[config.mk]
export PLATFORM = sky130hd
export DESIGN_NAME = timer_programmable
export DESIGN_NICKNAME = d
export VERILOG_FILES = /design/src/rtl/timer_programmable.sv
export SDC_FILE = /design/constraint.sdc
export NUM_CORES = 1
export LEC_CHECK = 0
export BUFFER_PORTS_ARGS = -buffer_cell sky130_fd_sc_hd__buf_2
export CELL_PAD_IN_SITES_DETAIL_PLACEMENT = 0
export CELL_PAD_IN_SITES_GLOBAL_PLACEMENT = 1
export CORE_ASPECT_RATIO = 1.2
export CORE_UTILIZATION = 40
export DETAILED_ROUTE_END_ITERATION = 8
export GPL_TIMING_DRIVEN = 0
export PLACE_DENSITY = 0.83
export SYNTH_ARGS = -nofsm -noshare
export SYNTH_HDL_FRONTEND = slang
export SYNTH_SLANG_ARGS = --single-unit
[constraint.sdc]
create_clock -name clk -period 2.7 [get_ports clk]
set_clock_uncertainty 0.05 [all_clocks]
set_input_delay 0.54 -clock clk [delete_from_list [all_inputs] [get_ports clk]]
set_output_delay 0.54 -clock clk [all_outputs]
set_load 0.005 [all_outputs]
[src/rtl/timer_programmable.sv]
// rtl/timer_programmable.sv - programmable one-shot/periodic up-counter timer
// Optional tick prescaler enabled by defining TIMER_PRESCALER_EN.
module timer_programmable #(
    parameter int WIDTH       = 16,
    parameter int PRESC_WIDTH = 8
) (
    input  logic                   clk,
    input  logic                   reset_n,
    input  logic                   enable,
    input  logic                   start,
    input  logic                   mode,
    input  logic [WIDTH-1:0]       load_value,
`ifdef TIMER_PRESCALER_EN
    input  logic [PRESC_WIDTH-1:0] prescale,
`endif
    output logic [WIDTH-1:0]       count,
    output logic                   busy,
    output logic                   saturation,
    output logic                   done
);

    localparam logic [1:0] S_IDLE = 2'd0;
    localparam logic [1:0] S_RUN  = 2'd1;
    localparam logic [1:0] S_DONE = 2'd2;

    logic [1:0]       state;
    logic [WIDTH-1:0] load_lat;
    logic             mode_lat;
    logic             run_en;
    logic             tick;
    logic             terminal;

    assign run_en   = (state == S_RUN) && enable;
    assign terminal = (count == load_lat);

`ifdef TIMER_PRESCALER_EN
    logic [PRESC_WIDTH-1:0] presc_q;
    logic [PRESC_WIDTH-1:0] presc_lat;

    assign tick = run_en && (presc_q == presc_lat);

    // Prescaler only advances on enabled RUN cycles so a pause loses no partial ticks.
    always_ff @(posedge clk) begin
        if (!reset_n) begin
            presc_q   <= '0;
            presc_lat <= '0;
        end else if (start) begin
            presc_q   <= '0;
            presc_lat <= prescale;
        end else if (run_en) begin
            if (presc_q == presc_lat)
                presc_q <= '0;
            else
                presc_q <= presc_q + PRESC_WIDTH'(1);
        end
    end
`else
    assign tick = run_en;
`endif

    always_ff @(posedge clk) begin
        if (!reset_n) begin
            state      <= S_IDLE;
            count      <= '0;
            load_lat   <= '0;
            mode_lat   <= 1'b0;
            busy       <= 1'b0;
            saturation <= 1'b0;
            done       <= 1'b0;
        end else if (start) begin
            // A start wins over a coincident terminal tick: no pulse, clean restart.
            state      <= S_RUN;
            count      <= '0;
            load_lat   <= load_value;
            mode_lat   <= mode;
            busy       <= 1'b1;
            saturation <= 1'b0;
            done       <= 1'b0;
        end else begin
            saturation <= 1'b0;
            case (state)
                S_RUN: begin
                    if (tick) begin
                        if (terminal) begin
                            saturation <= 1'b1;
                            if (mode_lat) begin
                                count <= '0;
                            end else begin
                                state <= S_DONE;
                                busy  <= 1'b0;
                                done  <= 1'b1;
                            end
                        end else begin
                            count <= count + WIDTH'(1);
                        end
                    end
                end
                S_DONE: begin
                    busy <= 1'b0;
                    done <= 1'b1;
                end
                default: begin
                    state <= S_IDLE;
                    count <= '0;
                    busy  <= 1'b0;
                    done  <= 1'b0;
                end
            endcase
        end
    end

endmodule

==> results of run 1 <==
-- state kept, by name (all words and copies together) (netlist names) --
register	cells
state	2
load_lat	16
saturation	1
busy	1
done	1
count	16
mode_lat	1
-- power by group through the flow --
stage / Combinational [uW] / Sequential, uW / Clock (uW)
after floorplan: 78.9 / 602 / 0
after global routing: 130 / 594 / 511
final: 116 / 592 / 475
after global placement: 115 / 604 / 0
after CTS: 117 / 592 / 489
after detailed placement: 116 / 605 / 0
-- routing by layer --
layer / GRT usage, % / wire [um] / vias up
li1: - / - / 840
met1: 25.2 / 2120 / 776
met2: 30.3 / 2200 / 30
met3: 3.92 / 124 / 5
met4: 5.87 / 44 / 0
met5: 0 / 0 / -
-- placed cells by master (no fill, tap or decap), types with 6 or more instances in the layout --
master / netlist / final
nand2_1: 13 / 13
nor2b_1: 19 / 19
xor2_1: 17 / 17
nand3_1: 9 / 9
nor2_1: 15 / 15
a21oi_1: 6 / 6
clkbuf_1: 5 / 7
mux2i_1: 18 / 18
dfxtp_1: 38 / 38
buf_2: 2 / 41
-- metrics by stage --
step	setup slack (ps)	utilization, %
after floorplan	746	-
after global placement	389	48.1
after detailed placement	423	48.1
after CTS	421	50.4
after global routing	290	50.4
final	395	50.4
-- cells by family after synthesis --
| logic type | Yosys count |
|---|---|
| flops | 38 |
| fa+ha+maj | 3 |
| xor+xnor | 20 |
| simple gates | 85 |
| compound gates | 31 |
| buf+inv | 19 |
| mux | 20 |
-- area by class of cell --
cell class              count  area [sq um]
repair buffers             39           195
fillers                   471          2300
inverters                   5          18.8
well taps                  58          72.6
multi-input cells         159          1100
clock buffers               7          76.3
clock inverters             1          30.0
plain buffers              14          80.1
flip-flops and latches     38           761
-- worst paths after layout --
check	slack, ps	endpoint	cells after the start	from
setup / recovery	390	count[14]	9	count[7]
hold reg to reg	410	done	2	done
hold / removal	410	done	2	done
setup reg to reg	390	count[14]	9	count[7]
-- worst reg2reg max path: stages (launching register included) --
cell and delay (ps):
dfxtp_1 310, buf_4 160, xor2_1 140, nor4_1 540
and4_1 280, buf_6 140, a21o_2 120, buf_4 160
and2_1 220, a211o_1 140
==> results.toml, run 1 <==
[worst_setup_path]
criticalPathCategory = "reg -> reg"
crit_buf_inv = 3
cp-start-kind = "flip-flop"
crit_path_top_delay_cell = "nor4_1"
cp_max_fo = 10
crit_family = "simple AND/OR/NAND/NOR gates"
cpMostUsedCell = "buf_4"
critPathArrivalTime_ps = 2490
crit_path_end_kind = "flip-flop"
crit_chain = "buf_4, xor2_1, nor4_1, and4_1, buf_6, a21o_2, buf_4, and2_1, a211o_1"
worstPathRequired_ps = 2890
slowest_delay_ps = 540

[timing]
final.setup.tns_ps = 0
setup_violations = 0
fin_crit_ps = 2310
hold_violations = 0
rsz0062_at_grt = "false"
final_max_slew_viol_count = 0
tightest_slew_ps = 673
hold_slack_ps = 414
timing.slew.headroom_pct = 55.1
fmax_ghz = 0.434
period_share_pct = 85.4

[detailed_routing]
first_pass_iters = 4
drc = 0
drtIter0Drc = 69
routed_wl_mm = 4.49
post_drt_wl_per_cell_um = 14.0
ant_nets = 0
num_vias = 1651
vias_per_cell = 5.14

[logic_synthesis]
synth_compound_area_share_pct = 11.3
synthFlopType = "dfxtp_1"
synth.ff_latch_count = 38
yosysTopAreaCellShare_pct = 38.9
synth_xor_area_share_pct = 8.95
synth_fp_nets = 240
syn_area_per_cell_sq_um = 9.06
yosys.area_share.adder_pct = 1.92
ys_types = 41
ys_warn_count = 0
synth_simple_gate_area_share_pct = 23.6
ys_seq_area_share_pct = 38.9
yosys.cell_count.top_type = "dfxtp_1"
async_flop_share_pct = 0
netlist_area_sq_um = 1960
synth_edf_count = 0
synth_commonest_cells = "dfxtp_1, nor2b_1, mux2i_1, xor2_1, nor2_1"
yosys-mux-area-fraction_pct = 10.4
synth_top_family_by_area = "simple AND/OR/NAND/NOR gates"
syn_inst = 216
ys_top_cells_by_area = "dfxtp_1, mux2i_1, xor2_1"
yosysTopAreaCell = "dfxtp_1"

[power_and_ir_drop]
intPower_uw = 910
pwr-share-seq_pct = 50.0
total_power_uw = 1180
leakagePower_uw = 0.00112
power_density_nw_per_um2 = 508
power_frac_comb_pct = 9.8
power.switching_uw = 273
clockPowerShare_pct = 40.2
ir_worst_vdd_uv = 258
p_sw_share_pct = 23.1

[clocking]
cts_max_level = 2
clock_latency_ps = 290
post_cts_buffers = 0
clock-root-buffer = "clkbuf_8"
cts.sinks = 38
cts_buffer_depth = 2
cts_buffers = 5
cts_hold_buf = 0
path_clk_slew_ps = 80
cts_resized = 0
tritoncts = "built"

[global_route]
antenna_found_initial = 0
grt_pass1_vias = 1544
grtUsageTotal_pct = 19.0
grt_max_degree = 12
overflow = 0
grt_pass1_wl_mm = 7.44

[min_path]
hold_path.class = "reg -> reg"

[floorplan]
rows = 27
die_area_sq_um = 5180
num_io_pins = 40
die_w_um = 65.9
initial_core_util_pct = 42.3
core-area_sq_um = 4630
chipHeight_um = 78.6

[place]
place.port_buffers = 39
gp_congestion = 0.828
dp_cells = 313
dpl-instance-area_sq_um = 2220
hpwl_mm = 3.29

[status]
outcome = "finished clean"

[finish]
fin_area_sq_um = 2330
num_antenna_cells = 0
drive_above_1_share_pct = 22.8
nets = 286
stdcell_count = 321
syn_to_final_growth_pct = 19.1

[flow_run]
drv_cap = 0
(Power assumes the default switching activity.)
==> inputs of run 2 (changes only) <==
--- a/config.mk
+++ b/config.mk
@@ -8,7 +8,7 @@
 export BUFFER_PORTS_ARGS = -buffer_cell sky130_fd_sc_hd__buf_2
 export CELL_PAD_IN_SITES_DETAIL_PLACEMENT = 0
 export CELL_PAD_IN_SITES_GLOBAL_PLACEMENT = 1
-export CORE_ASPECT_RATIO = 1.2
+export CORE_ASPECT_RATIO = 1.5
 export CORE_UTILIZATION = 40
 export DETAILED_ROUTE_END_ITERATION = 8
 export GPL_TIMING_DRIVEN = 0
==> run 2 against run 1 <==
  * Combinational power is essentially flat
  * Global-route usage rose by 0.41 points
  * Sequential cell count unchanged
  * Via count up 0.12%
  * Worst setup slack worse by 42 ps
==> results.toml, run 2 (synthesis gave the netlist of run 1 again) <==
[place]
hpwl_mm = 3.33
dpl-instance-area_sq_um = 2230
gp_congestion = 0.833
place.port_buffers = 39
dp_cells = 319

[worst_setup_path]
worstPathRequired_ps = 2870
cp_max_fo = 10
critPathArrivalTime_ps = 2510
criticalPathCategory = "reg -> reg"
crit_path_end_kind = "flip-flop"
cp-start-kind = "flip-flop"
cpMostUsedCell = "buf_4"
crit_path_top_delay_cell = "nor4_1"
slowest_delay_ps = 550
crit_chain = "buf_4, xor2_1, nor4_1, and4_1, buf_6, a21o_2, buf_4, and2_1, o2bb2ai_1"

[floorplan]
rows = 30
chipHeight_um = 87.7
die_w_um = 59.1
num_io_pins = 40
initial_core_util_pct = 42.4
core-area_sq_um = 4620
die_area_sq_um = 5180

[global_route]
overflow = 0
met1_usage_pct = 24.4
grtUsageTotal_pct = 19.4
grt_max_degree = 12
grt.busiest_layer = "met2"
antenna_found_initial = 0
grt_pass1_wl_mm = 7.48
grtUsageMet3_pct = 3.99
grt_pass1_vias = 1565
grt_util_met2_pct = 32.4

[timing]
hold_slack_ps = 407
final_max_slew_viol_count = 0
final.setup.tns_ps = 0
fmax_ghz = 0.426
hold_violations = 0
tightest_slew_ps = 661
fin_crit_ps = 2350
setup_violations = 0
period_share_pct = 86.9
timing.slew.headroom_pct = 55.9
rsz0062_at_grt = "false"

[finish]
stdcell_count = 327
multi_input_area_sq_um = 1100
syn_to_final_growth_pct = 19.7
fin_area_sq_um = 2340
register_area_sq_um = 761
num_antenna_cells = 0
top_regs = "count x16, load_lat x16, state x2"
drive_above_1_share_pct = 23.6
nets = 286
layout_commonest_cell = "buf_2"
layout_common_cells = "buf_2, dfxtp_1, nor2b_1, mux2i_1, xor2_1"
nFillCells = 462

[detailed_routing]
drc = 0
ant_nets = 0
drtIter0Drc = 39
vias_per_cell = 5.06
num_vias = 1653
first_pass_iters = 4
routed_wl_mm = 4.50
post_drt_wl_per_cell_um = 13.8

[clocking]
cts_hold_buf = 0
cts_buffers = 5
path_clk_slew_ps = 70
cts_buffer_depth = 2
post_cts_buffers = 0
cts.sinks = 38
tritoncts = "built"
cts_resized = 0
clock-root-buffer = "clkbuf_8"
cts_max_level = 2
clock_latency_ps = 290

[power_and_ir_drop]
leakagePower_uw = 0.00113
ir_worst_vdd_uv = 395
power_density_nw_per_um2 = 495

[status]
outcome = "finished clean"

[flow_run]
drv_cap = 0

[min_path]
hold_path.class = "reg -> reg"
==> run 2: cell types whose count changed in the layout (fill, tap and decap cells not counted), sizes merged <==
| cell | change |
|---|---|
| bufinv | -1 |
| clkbuf | +1 |
==> run 2: final timing paths <==
kind	from	endpoint	slack [ps]	cells past startpoint
hold / removal	done	done	410	2
setup reg to reg	count[7]	count[15]	350	9
setup / recovery	count[7]	count[15]	350	9
hold reg to reg	done	done	410	2
==> run 2: worst max-delay path, delay by kind of cell, from the launching register on <==
family	cells	cell delay [ps]
AND/OR/NAND/NOR	3	1060
buffers and inverters	3	470
flip-flops	1	310
AO/OA/AOI/OAI	2	250
XOR/XNOR	1	140
==> run 2: power breakdown <==
| part | internal, uW | switching (uW) |
|---|---|---|
| clock network | 258 | 193 |
| logic | 55.1 | 61.2 |
| registers | 578 | 13.4 |
==> run 2: area by class of cell <==
cell class                      instances  area share, %
Inverter                                5          0.801
Sequential cell                        38           32.5
Buffer                                 14           3.42
Timing Repair Buffer                   39           8.33
Clock buffer                            8           4.70
Multi-Input combinational cell        159           46.8
Tap cell                               64           3.42
==> run 2: through the flow <==
step	setup WS (ps)	power, uW	util [%]
after CTS	306	1170	50.7
final	353	1160	50.7
after global placement	346	719	48.3
after floorplan	746	681	-
after detailed placement	345	722	48.3
after global routing	195	1210	50.7
==> run 2: per-layer routing <==
metal	part of all wire [%]	wire length [um]
met1	45	2030
met2	50	2230
met3	3.6	163
met4	1.6	72
met5	0	0
